==> src/rtl/conv_pkg.sv <==
// Shared geometry and state encoding for the convolution sequencer.
package conv_pkg;
  localparam int IMG_W    = 8;
  localparam int IMG_H    = 8;
  localparam int K        = 3;
  localparam int OUT_W    = IMG_W - K + 1;
  localparam int OUT_H    = IMG_H - K + 1;
  localparam int ADDR_W   = 6;
  localparam int DATA_W   = 8;
  localparam int TAP_W    = 4;
  localparam int NPIX     = IMG_W * IMG_H;
  localparam int IMG_W_LG = $clog2(IMG_W);

  typedef enum logic [2:0] {
    ST_IDLE,
    ST_LOAD,
    ST_CONV,
    ST_DRAIN,
    ST_DONE
  } state_e;
endpackage

==> src/rtl/conv_win_addr_gen.sv <==
// KxK window walker: kx fastest, then ky, then output column, then output row.
module conv_win_addr_gen
  import conv_pkg::*;
(
  input  logic              clk,
  input  logic              rst_n,
  input  logic              step_i,
  input  logic              clear_i,
  output logic [ADDR_W-1:0] addr_o,
  output logic [TAP_W-1:0]  tap_o,
  output logic              last_tap_o,
  output logic              last_pixel_o
);
  logic [ADDR_W-1:0] kx_q, ky_q, c_q, r_q;
  logic [ADDR_W-1:0] row, col;

  always_comb begin
    row          = r_q + ky_q;
    col          = c_q + kx_q;
    // image width is a power of two, so the row offset is a shift
    addr_o       = (row << IMG_W_LG) + col;
    tap_o        = TAP_W'(ky_q * ADDR_W'(K) + kx_q);
    last_tap_o   = (kx_q == ADDR_W'(K - 1)) && (ky_q == ADDR_W'(K - 1));
    last_pixel_o = (c_q == ADDR_W'(OUT_W - 1)) && (r_q == ADDR_W'(OUT_H - 1));
  end

  always_ff @(posedge clk or negedge rst_n) begin
    if (!rst_n) begin
      kx_q <= '0;
      ky_q <= '0;
      c_q  <= '0;
      r_q  <= '0;
    end else if (clear_i) begin
      kx_q <= '0;
      ky_q <= '0;
      c_q  <= '0;
      r_q  <= '0;
    end else if (step_i) begin
      if (kx_q != ADDR_W'(K - 1)) begin
        kx_q <= kx_q + 1'b1;
      end else begin
        kx_q <= '0;
        if (ky_q != ADDR_W'(K - 1)) begin
          ky_q <= ky_q + 1'b1;
        end else begin
          ky_q <= '0;
          if (c_q != ADDR_W'(OUT_W - 1)) begin
            c_q <= c_q + 1'b1;
          end else begin
            c_q <= '0;
            r_q <= (r_q == ADDR_W'(OUT_H - 1)) ? '0 : r_q + 1'b1;
          end
        end
      end
    end
  end
endmodule

==> src/rtl/conv_seq_ctrl.sv <==
// Convolution sequencer: image load into RAM, then window walk driving RAM reads and MAC control.
module conv_seq_ctrl
  import conv_pkg::*;
(
  input  logic              clk,
  input  logic              rst_n,
  input  logic              in_st_i,
  input  logic [DATA_W-1:0] in_data_i,
  input  logic              start_i,
  output logic              ram_wr_o,
  output logic [ADDR_W-1:0] ram_addr_o,
  output logic [DATA_W-1:0] ram_din_o,
  output logic [TAP_W-1:0]  tap_idx_o,
  output logic              mac_clr_o,
  output logic              mac_en_o,
  output logic              out_st_o,
  output logic [ADDR_W-1:0] out_idx_o,
  output logic              loaded_o,
  output logic              busy_o,
  output logic              done_o
);
  state_e            state_q;
  logic [ADDR_W-1:0] wr_cnt_q, out_cnt_q;
  logic              loaded_q, done_q;
  logic              ram_wr_q;
  logic [ADDR_W-1:0] ram_addr_q;
  logic [DATA_W-1:0] ram_din_q;
  // vld_pipe_q[0]: read issued (address on the RAM port), [1]: MAC consuming
  logic [1:0]        vld_pipe_q;
  logic [TAP_W-1:0]  iss_tap_q, tap_idx_q;
  logic              iss_last_q, mac_last_q, mac_clr_q;
  logic              out_st_q;
  logic [ADDR_W-1:0] out_idx_q;

  logic              go_conv, issue, gen_clear;
  logic [ADDR_W-1:0] gen_addr;
  logic [TAP_W-1:0]  gen_tap;
  logic              gen_last_tap, gen_last_pixel;

  // the IDLE->CONV edge already issues tap 0, so there is no bubble at start
  always_comb begin
    go_conv   = (state_q == ST_IDLE) && !in_st_i && start_i && loaded_q;
    issue     = go_conv || (state_q == ST_CONV);
    gen_clear = (state_q == ST_IDLE) && !go_conv;
  end

  conv_win_addr_gen u_gen (
    .clk          (clk),
    .rst_n        (rst_n),
    .step_i       (issue),
    .clear_i      (gen_clear),
    .addr_o       (gen_addr),
    .tap_o        (gen_tap),
    .last_tap_o   (gen_last_tap),
    .last_pixel_o (gen_last_pixel)
  );

  always_ff @(posedge clk or negedge rst_n) begin
    if (!rst_n) begin
      state_q    <= ST_IDLE;
      wr_cnt_q   <= '0;
      out_cnt_q  <= '0;
      loaded_q   <= 1'b0;
      done_q     <= 1'b0;
      ram_wr_q   <= 1'b0;
      ram_addr_q <= '0;
      ram_din_q  <= '0;
      vld_pipe_q <= '0;
      iss_tap_q  <= '0;
      iss_last_q <= 1'b0;
      tap_idx_q  <= '0;
      mac_clr_q  <= 1'b0;
      mac_last_q <= 1'b0;
      out_st_q   <= 1'b0;
      out_idx_q  <= '0;
    end else begin
      ram_wr_q   <= 1'b0;
      done_q     <= 1'b0;
      vld_pipe_q <= {vld_pipe_q[0], issue};
      iss_tap_q  <= issue ? gen_tap : '0;
      iss_last_q <= issue && gen_last_tap;
      tap_idx_q  <= iss_tap_q;
      mac_clr_q  <= vld_pipe_q[0] && (iss_tap_q == '0);
      mac_last_q <= iss_last_q;
      out_st_q   <= mac_last_q;
      out_idx_q  <= mac_last_q ? out_cnt_q : '0;
      if (mac_last_q) out_cnt_q <= out_cnt_q + 1'b1;
      if (issue) ram_addr_q <= gen_addr;

      unique case (state_q)
        ST_IDLE: begin
          if (in_st_i) begin
            state_q    <= ST_LOAD;
            loaded_q   <= 1'b0;
            ram_wr_q   <= 1'b1;
            ram_addr_q <= '0;
            ram_din_q  <= in_data_i;
            wr_cnt_q   <= ADDR_W'(1);
          end else if (go_conv) begin
            state_q   <= ST_CONV;
            out_cnt_q <= '0;
          end
        end
        ST_LOAD: begin
          if (in_st_i) begin
            ram_wr_q   <= 1'b1;
            ram_addr_q <= wr_cnt_q;
            ram_din_q  <= in_data_i;
            wr_cnt_q   <= wr_cnt_q + 1'b1;
            if (wr_cnt_q == ADDR_W'(NPIX - 1)) begin
              state_q  <= ST_IDLE;
              loaded_q <= 1'b1;
              wr_cnt_q <= '0;
            end
          end
        end
        ST_CONV: begin
          if (gen_last_tap && gen_last_pixel) state_q <= ST_DRAIN;
        end
        ST_DRAIN: begin
          if (out_st_q) begin
            state_q <= ST_DONE;
            done_q  <= 1'b1;
          end
        end
        ST_DONE: state_q <= ST_IDLE;
        default: state_q <= ST_IDLE;
      endcase
    end
  end

  assign ram_wr_o   = ram_wr_q;
  assign ram_addr_o = ram_addr_q;
  assign ram_din_o  = ram_din_q;
  assign tap_idx_o  = tap_idx_q;
  assign mac_clr_o  = mac_clr_q;
  assign mac_en_o   = vld_pipe_q[1];
  assign out_st_o   = out_st_q;
  assign out_idx_o  = out_idx_q;
  assign loaded_o   = loaded_q;
  assign busy_o     = (state_q != ST_IDLE);
  assign done_o     = done_q;
endmodule

==> config.mk <==
export PLATFORM = sky130hd
export DESIGN_NAME = conv_seq_ctrl
export DESIGN_NICKNAME = d
export VERILOG_FILES = /design/src/rtl/conv_pkg.sv /design/src/rtl/conv_win_addr_gen.sv /design/src/rtl/conv_seq_ctrl.sv
export SDC_FILE = /design/constraint.sdc
export NUM_CORES = 1
export LEC_CHECK = 0
export CAP_MARGIN = 30
export CORE_ASPECT_RATIO = 1.75
export CORE_MARGIN = 3
export CORE_UTILIZATION = 40
export CTS_CLUSTER_SIZE = 25
export DETAILED_ROUTE_END_ITERATION = 6
export GPL_ROUTABILITY_DRIVEN = 1
export GPL_TIMING_DRIVEN = 1
export SETUP_SLACK_MARGIN = 0.05
export SLEW_MARGIN = 15
export SYNTH_ARGS = -nofsm -noshare
export SYNTH_HDL_FRONTEND = slang
export SYNTH_SLANG_ARGS = --single-unit
==> constraint.sdc <==
create_clock -name clk -period 5.7 [get_ports clk]
set_input_delay 0.57 -clock clk [delete_from_list [all_inputs] [get_ports clk]]
set_output_delay 0.57 -clock clk [all_outputs]
set_load 0.02 [all_outputs]
==> results.cfg, run 1 <==
[place]
gp_congestion = 0.786
io_buffers = 42
hpwl_um = 5980

[clock_tree]
cts_htree_levels = 3
clockRootBuffer = clkbuf_16
cts_tree = yes
postCtsSetupBuffers = 0
ctsResizeCount = 0
hold_buffers = 0
clk_path_buf_depth = 2
cts_buffers = 9
clkSinkCount = 76
clk_latency_ns = 0.34
cts.clk_slew.worst_paths_ns = 0.06

[synth]
muxShareOfSynthArea = 0.00545
syn_area_per_cell_um2 = 10.4
synth_fa_ha_area_frac = 0.113
synth_compound_area_frac = 0.0839
yosys.area_share.xor_xnor = 0.0561
synth_top_family_by_area = simple AND/OR/NAND/NOR gates
syn_nets = 418
ys.warnings.count = 0
synth_edf_count = 0
synth_seq_cells = 76
synth_top_cell_by_area = dfrtp_1
synth_cell_type_count = 54
synth_top_cells_by_count = dfrtp_1, nand2_1, nor2_1
synthFlopType = dfrtp_1
synthTopCellsByArea = dfrtp_1, ha_1, nand2_1
postSynthCellCount = 375
yosys.area.top_type_share = 0.487
async_reset_ff_frac = 1.00
synth_simple_gate_area_frac = 0.220
synthesis.area_um2 = 3900
yosysMostFrequentCell = dfrtp_1
yosysSeqAreaShare = 0.487

[sta]
tightest_slew_ns = 0.485
fin_crit_sh = 0.455
setup_viol = 0
period_needed_ns = 2.59
fmax_mhz = 385
hold_viol = 0
setup_tns_ns = 0
relSlewSlack = 0.676
skew_ns = 0.00667
rsz0062_at_grt = no
maxSlewViolCount = 0

[drt]
vias = 2826
drt_pass1_iterations = 6
wire_per_inst_um = 14.8
ant_nets = 0
drc_errors = 0
drtIter0Drc = 177
drt_wl_total_um = 8140
vias_per_cell = 5.15

[setup_path]
cp_top_family = adder cells
r2r_slack_ns = 3.11
crit_slowest_cell = dfrtp_1
critPathBufInv = 2
reg2reg_from = u_gen.ky_q[0]
critPathKind = flip-flop to flip-flop
path_cells = ha_1, inv_1, fa_1, fa_1, inv_1, ha_1, a21oi_1, xnor2_1, o211ai_1
endpoint_kind = flip-flop
reg2reg_depth = 9
start_kind = flip-flop
reg2reg_to = ram_addr_o[5]
critPathMaxFanout = 9
max_stage_delay_ns = 0.53
cp_data_arrival_time_ns = 2.81
critPathRequiredTime_ns = 5.91

[final_layout]
fin_nets = 465
diodes = 0
fill_cells = 868
fin_util = 0.507
ff_latch_area_um2 = 1900
area_growth_syn_to_layout_pct = 23.0
drive_above_1_share = 0.0960
multi_input_area_um2 = 1870

[grt]
grt_pass1_wl_um = 13900
antenna_found_initial = 0
grt_max_degree = 77
grt.total_usage = 0.165
overflow = 0
grt_pass1_vias = 2942

[pwr]
pwr-share-seq = 0.391
p_int_mw = 1.27
ir_worst_vdd_uv = 178
power_density_nw_per_um2 = 407
clockPowerShare = 0.297
leakagePower_nw = 2.17
swShare = 0.349
p_comb_frac = 0.311
power_switching_uw = 683

[flow_run]
cap_violations = 0

[die]
core_um2 = 9470
boundaryPins = 43
rows = 47
initial_utilization = 0.412
die-area_um2 = 11000
die_h_um = 137
die_w_um = 80.7

[outcome]
status = complete, no violations

[worst_hold_path]
hold_class = input port to asynchronous set/reset pin
## power groups by stage
stage	registers [mW]	logic, mW	clock network, mW
after global placement	0.777	0.600	0
after CTS	0.768	0.612	0.597
after floorplan	0.788	0.374	0
final	0.766	0.609	0.582
after global routing	0.785	0.689	0.624
after detailed placement	0.777	0.608	0
## worst max path at each step
stage,cells after the start,startpoint,end
after global placement,8,in_st_i,wr_cnt_q[4]
after CTS,9,u_gen.ky_q[0],ram_addr_o[5]
after floorplan,9,u_gen.ky_q[0],ram_addr_o[5]
final,9,u_gen.ky_q[0],ram_addr_o[5]
after detailed placement,8,in_st_i,wr_cnt_q[4]
after global routing,9,u_gen.ky_q[0],ram_addr_o[5]
## through the flow
step	area, um2	setup WS (ns)	hold WS, ns	total power, mW	cells
3_3_place_gp	4450	3.08	0.339	1.38	531
6_report	4800	3.11	0.0900	1.96	549
3_5_place_dp	4450	3.05	0.341	1.38	531
4_1_cts	4760	3.09	0.377	1.98	547
5_1_grt	4800	2.89	0.0937	2.10	549
2_1_floorplan	3910	3.23	0.274	1.16	375
## kinds of logic (layout without fill, tap and decap cells)
kind of cell | Yosys count | after routing
AO/OA/AOI/OAI | 52 | 52
XOR/XNOR | 25 | 25
adder cells (fa/ha/maj) | 31 | 31
buffers and inverters | 34 | 86
flip-flops | 76 | 76
multiplexers | 2 | 2
AND/OR/NAND/NOR | 155 | 155
## layout by cell type, fill, tap and decap left out, types with 4 or more instances in the layout
master	instances
inv_1	22
nand4_1	6
dfrtp_1	76
a21oi_1	24
o21ai_0	8
clkdlybuf4s50_1	41
nor3_1	8
nand2_1	51
clkbuf_16	9
or3_1	7
xor2_1	8
and3_1	4
nor2b_1	4
or4_1	5
xnor2_1	17
nand3_1	13
and2_1	10
nor2_1	25
fa_1	7
ha_1	24
## flip-flops by register name, summed over array words and instances, names as in the netlist
name        count
iss_tap_q       4
ram_addr_o      6
mac_last_q      1
u_gen.kx_q      6
state_q         3
wr_cnt_q        6
mac_clr_o       1
u_gen.ky_q      6
ram_wr_o        1
out_st_o        1
done_o          1
vld_pipe_q      2
ram_din_o       8
out_cnt_q       6
loaded_o        1
iss_last_q      1
u_gen.r_q       6
u_gen.c_q       6
out_idx_o       6
tap_idx_o       4
## metal layers
metal | vias up | part of all wire | wire [um] | GRT usage
met1 | 1385 | 0.39 | 3180 | 0.185
met3 | 22 | 0.030 | 243 | 0.0290
li1 | 1369 | - | - | -
met2 | 50 | 0.54 | 4430 | 0.285
met5 | - | 0 | 0 | 0
met4 | 0 | 0.035 | 286 | 0.103
## cell type report
| type | count | share of cell area |
|---|---|---|
| flip-flops and latches | 76 | 0.396 |
| well taps | 122 | 0.0318 |
| multi-input cells | 265 | 0.390 |
| repair buffers | 46 | 0.0990 |
| clock inverters | 6 | 0.0151 |
| inverters | 24 | 0.0188 |
| clock buffers | 10 | 0.0498 |
(Power assumes the default switching activity.)
==> run 2: changes to the inputs <==
==> constraint.sdc (replaced) <==
create_clock -name clk -period 2.7 [get_ports clk]
set_input_delay 0.27 -clock clk [delete_from_list [all_inputs] [get_ports clk]]
set_output_delay 0.27 -clock clk [all_outputs]
set_load 0.02 [all_outputs]
==> run 2 against run 1 <==
Clock power grew 110%; sequential power up 110%; fmax increased by 3.9%; global-route usage increased by 0.26 points; largest cell class unchanged.
==> results.cfg, run 2 (synthesized netlist as in run 1, its figures left out) <==
[outcome]
status = complete, no violations

[pwr]
p_int_mw = 2.75
p_comb_frac = 0.315
pwr-share-seq = 0.385
clockPowerShare = 0.301
power_density_nw_per_um2 = 868
power_switching_mw = 1.43
finalPower_mw = 4.18
swShare = 0.341
leakagePower_nw = 2.18
ir_worst_vdd_uv = 416

[worst_hold_path]
worstHoldStart = iss_last_q
hold_class = flip-flop to flip-flop
min_to = mac_last_q
whs_path_depth = 0

[die]
die_h_um = 137
boundaryPins = 43
die_w_um = 80.7
initial_utilization = 0.412
die-area_um2 = 11000
core_um2 = 9470
rows = 47

[drt]
drc_errors = 0
vias_per_cell = 5.01
wl_met1_um = 3230
met2_length_um = 4630
drt_wl_total_um = 8280
drt_pass1_iterations = 4
dr_wl_met3_um = 222
ant_nets = 0
vias = 2756
drtIter0Drc = 185
highest_layer = met4
wire_per_inst_um = 15.1

[grt]
grt.total_usage = 0.168
antenna_found_initial = 0
overflow = 0
grt_pass1_vias = 2885
grt_max_degree = 77
grt_pass1_wl_um = 14000

[place]
place_area_um2 = 4470
gp_congestion = 0.843
dp.cells = 534
hpwl_um = 5890
dp_slack_ns = 0.193
io_buffers = 42

[setup_path]
cp_data_arrival_time_ns = 2.71
critPathMaxFanout = 6
r2r_slack_ns = 0.20
reg2reg_depth = 9
critPathKind = flip-flop to flip-flop
reg2reg_to = ram_addr_o[5]
reg2reg_from = u_gen.r_q[0]
endpoint_kind = flip-flop
critPathRequiredTime_ns = 2.91
start_kind = flip-flop

[clock_tree]
clk_latency_ns = 0.34
cts.clk_slew.worst_paths_ns = 0.06
cts_tree = yes
cts_buffers = 9
clk_path_buf_depth = 2
postCtsSetupBuffers = 0
clkSinkCount = 76
clockRootBuffer = clkbuf_16
cts_htree_levels = 3

[final_layout]
finalInstanceArea_um2 = 4810
drive_above_1_share = 0.0958
fin_cells = 550
mostFrequentLayoutCells = dfrtp_1, nand2_1, clkdlybuf4s50_1
fill_cells = 848
area_growth_syn_to_layout_pct = 23.2
largest_reg_flops = 8
diodes = 0
final_common_cell = dfrtp_1
fin_nets = 468
fin_util = 0.508

[sta]
hold_viol = 0
fin_hold_ws_ns = 0.358
tightest_slew_ns = 0.466
fmax_mhz = 400
skew_ns = 0.00859
setup_viol = 0
rsz0062_at_grt = no
fin_crit_sh = 0.925
fin_ws_ns = 0.202
setup_tns_ns = 0
relSlewSlack = 0.689
period_needed_ns = 2.50
maxSlewViolCount = 0

[flow_run]
cap_violations = 0
[run 2: worst max path at each step]
| stage | start | end | cells after the start |
|---|---|---|---|
| 2_1_floorplan | u_gen.ky_q[0] | ram_addr_o[5] | 9 |
| 3_3_place_gp | u_gen.r_q[0] | ram_addr_o[5] | 9 |
| 5_1_grt | u_gen.ky_q[1] | ram_addr_o[5] | 8 |
| 6_report | u_gen.r_q[0] | ram_addr_o[5] | 9 |
| 4_1_cts | u_gen.r_q[0] | ram_addr_o[5] | 9 |
| 3_5_place_dp | u_gen.r_q[0] | ram_addr_o[5] | 9 |
[run 2: area by class of cell]
class                   instances  area, um2  share of cell area
repair buffers                 49        493               0.102
inverters                      24       90.1              0.0187
clock buffers                   9        225              0.0468
clock inverters                 5       78.8              0.0164
flip-flops and latches         76       1900               0.395
multi-input cells             265       1870               0.388
well taps                     122        153              0.0317
[run 2: worst max-delay path: stages, from the launching register on]
cell	delay, ns
dfrtp_2	0.44
ha_1	0.20
inv_1	0.06
fa_1	0.43
fa_1	0.50
inv_1	0.04
ha_1	0.31
a21oi_1	0.17
xnor2_1	0.13
o211ai_1	0.09
[run 2: repair_timing]
action	CTS	global route
hold buffers	0	1
resized for setup	0	1
endpoints found under the hold margin	0	30
setup endpoints to repair	0	1
[run 2: per-layer routing]
metal	global-route usage	up-vias
met5	0	-
met4	0.0733	0
met3	0.0356	12
met2	0.310	38
met1	0.179	1340
li1	-	1366
[run 2: power by group through the flow]
stage | registers (mW) | clock network [mW] | logic, mW
3_5_place_dp | 1.63 | 0 | 1.32
5_1_grt | 1.64 | 1.33 | 1.49
3_3_place_gp | 1.63 | 0 | 1.30
2_1_floorplan | 1.66 | 0 | 0.791
6_report | 1.61 | 1.25 | 1.31
4_1_cts | 1.61 | 1.29 | 1.33
==> run 3: changes to the inputs <==
--- a/config.mk
+++ b/config.mk
@@ -8,7 +8,7 @@
 export CAP_MARGIN = 30
 export CORE_ASPECT_RATIO = 1.75
 export CORE_MARGIN = 3
-export CORE_UTILIZATION = 40
+export CORE_UTILIZATION = 35
 export CTS_CLUSTER_SIZE = 25
 export DETAILED_ROUTE_END_ITERATION = 6
 export GPL_ROUTABILITY_DRIVEN = 1
==> run 3 against run 2 <==
Cell count rose by 2.2%; count of clock-buffer cells in the layout is 2 higher; via count up 2.4%; global-route usage decreased by 1.6 points; sequential share of layout area down 0.41 points; setup slack worse by 0.020 ns; clock skew fell by 0.00099 ns; utilization fell by 5.9 points; combinational power is 6% higher; register-to-register slack worse by 0.02 ns; clock power is 6% higher; critical path depth is the same.
==> results.cfg, run 3 (synthesized netlist as in run 1, its figures left out) <==
[sta]
setup_tns_ns = 0
fin_crit_sh = 0.932
fmax_mhz = 397
maxSlewViolCount = 0
tightest_slew_ns = 0.511
rsz0062_at_grt = no
relSlewSlack = 0.659
hold_viol = 0
setup_viol = 0
period_needed_ns = 2.52
skew_ns = 0.00760

[place]
gp_congestion = 0.827
io_buffers = 42
hpwl_um = 6100

[clock_tree]
cts_buffers = 9
postCtsSetupBuffers = 0
clk_latency_ns = 0.34
cts_htree_levels = 3
cts_tree = yes
clk_path_buf_depth = 2
clockRootBuffer = clkbuf_16
clkSinkCount = 76
cts.clk_slew.worst_paths_ns = 0.06

[grt]
grt_pass1_vias = 3060
antenna_found_initial = 0
grt_pass1_wl_um = 14900
grt.total_usage = 0.152
overflow = 0
grt_max_degree = 77

[setup_path]
r2r_slack_ns = 0.18
cp_data_arrival_time_ns = 2.73
start_kind = flip-flop
reg2reg_depth = 9
endpoint_kind = flip-flop
critPathRequiredTime_ns = 2.91
critPathKind = flip-flop to flip-flop
critPathMaxFanout = 6

[pwr]
ir_worst_vdd_uv = 556
leakagePower_nw = 2.20
power_density_nw_per_um2 = 884
finalPower_mw = 4.29

[final_layout]
fill_cells = 989
mostFrequentLayoutCells = dfrtp_1, nand2_1, clkdlybuf4s50_1
drive_above_1_share = 0.0995
area_growth_syn_to_layout_pct = 24.4
final_common_cell = dfrtp_1
largest_reg_flops = 8
diodes = 0
fin_nets = 470

[die]
rows = 50
initial_utilization = 0.361
die_w_um = 85.8
core_um2 = 10800
die_h_um = 146
boundaryPins = 43
die-area_um2 = 12500

[drt]
ant_nets = 0
drt_wl_total_um = 8630
drc_errors = 0
drtIter0Drc = 159
drt_pass1_iterations = 6
wire_per_inst_um = 15.4
vias_per_cell = 5.02
vias = 2823

[flow_run]
cap_violations = 0

[outcome]
status = complete, no violations

[worst_hold_path]
hold_class = input port to asynchronous set/reset pin
run 3: changes by cell type in the layout (fill, tap and decap cells not counted):
| cell | previous run | this run |
|---|---|---|
| buf_4 | 6 | 8 |
| clkbuf_1 | 0 | 1 |
| clkbuf_8 | 0 | 1 |
| clkinv_2 | 2 | 0 |
| clkinv_4 | 1 | 2 |
| clkinvlp_4 | 0 | 1 |
| dfrtp_1 | 75 | 76 |
| dfrtp_2 | 1 | 0 |
run 3: metrics by stage:
stage / utilization / hold WS [ns] / std cells / cell area (um2) / setup slack [ns]
after floorplan: - / -0.0256 / 375 / 3910 / 0.226
after CTS: 0.446 / 0.129 / 560 / 4820 / 0.173
after global placement: 0.415 / 0.338 / 544 / 4490 / 0.238
final: 0.449 / 0.333 / 562 / 4860 / 0.183
after detailed placement: 0.415 / 0.353 / 544 / 4490 / 0.180
after global routing: 0.449 / 0.342 / 562 / 4860 / 0.0660
run 3: where the power goes:
part	total, mW	internal (mW)	switching [mW]
registers	1.58	1.34	0.237
clock network	1.33	0.838	0.490
logic	1.39	0.633	0.754
run 3: path summary, 6_finish.rpt:
path	start	endpoint
worst max-delay path	u_gen.r_q[0]	ram_addr_o[5]
worst min-delay path	rst_n	out_idx_o[1]
worst max register to register	u_gen.r_q[0]	ram_addr_o[5]
worst min register to register	iss_last_q	mac_last_q
max in group asynchronous	rst_n	u_gen.kx_q[0]
min in group clk	iss_last_q	mac_last_q
run 3: cell type report:
class	instances	area, um2	share of cell area
clock buffer	11	243	0.0499
clock inverter	5	85.1	0.0175
inverter	24	90.1	0.0185
multi-input combinational	265	1870	0.385
sequential	76	1900	0.391
tap	130	163	0.0335
timing repair buffer	51	508	0.105
run 3: timing repair:
| item | in CTS | in global routing |
|---|---|---|
| hold endpoints to repair | 0 | 15 |
| setup endpoints to repair | 0 | 0 |
| resized for setup | 0 | 0 |
| hold buffers | 0 | 1 |
run 3: routing by layer:
layer,part of all wire,routed length (um),track usage,vias up
li1,-,-,-,1374
met1,0.39,3360,0.167,1387
met2,0.56,4870,0.275,51
met3,0.029,250,0.0368,11
met4,0.018,152,0.0563,0
met5,0,0,0,-
run 3: critical path: stages (launching register included):
cell and delay, ns:
dfrtp_1 0.44, ha_1 0.22, inv_1 0.06, fa_1 0.44, fa_1 0.50, inv_1 0.04
ha_1 0.31, a21oi_1 0.17, xnor2_1 0.13, o211ai_1 0.09
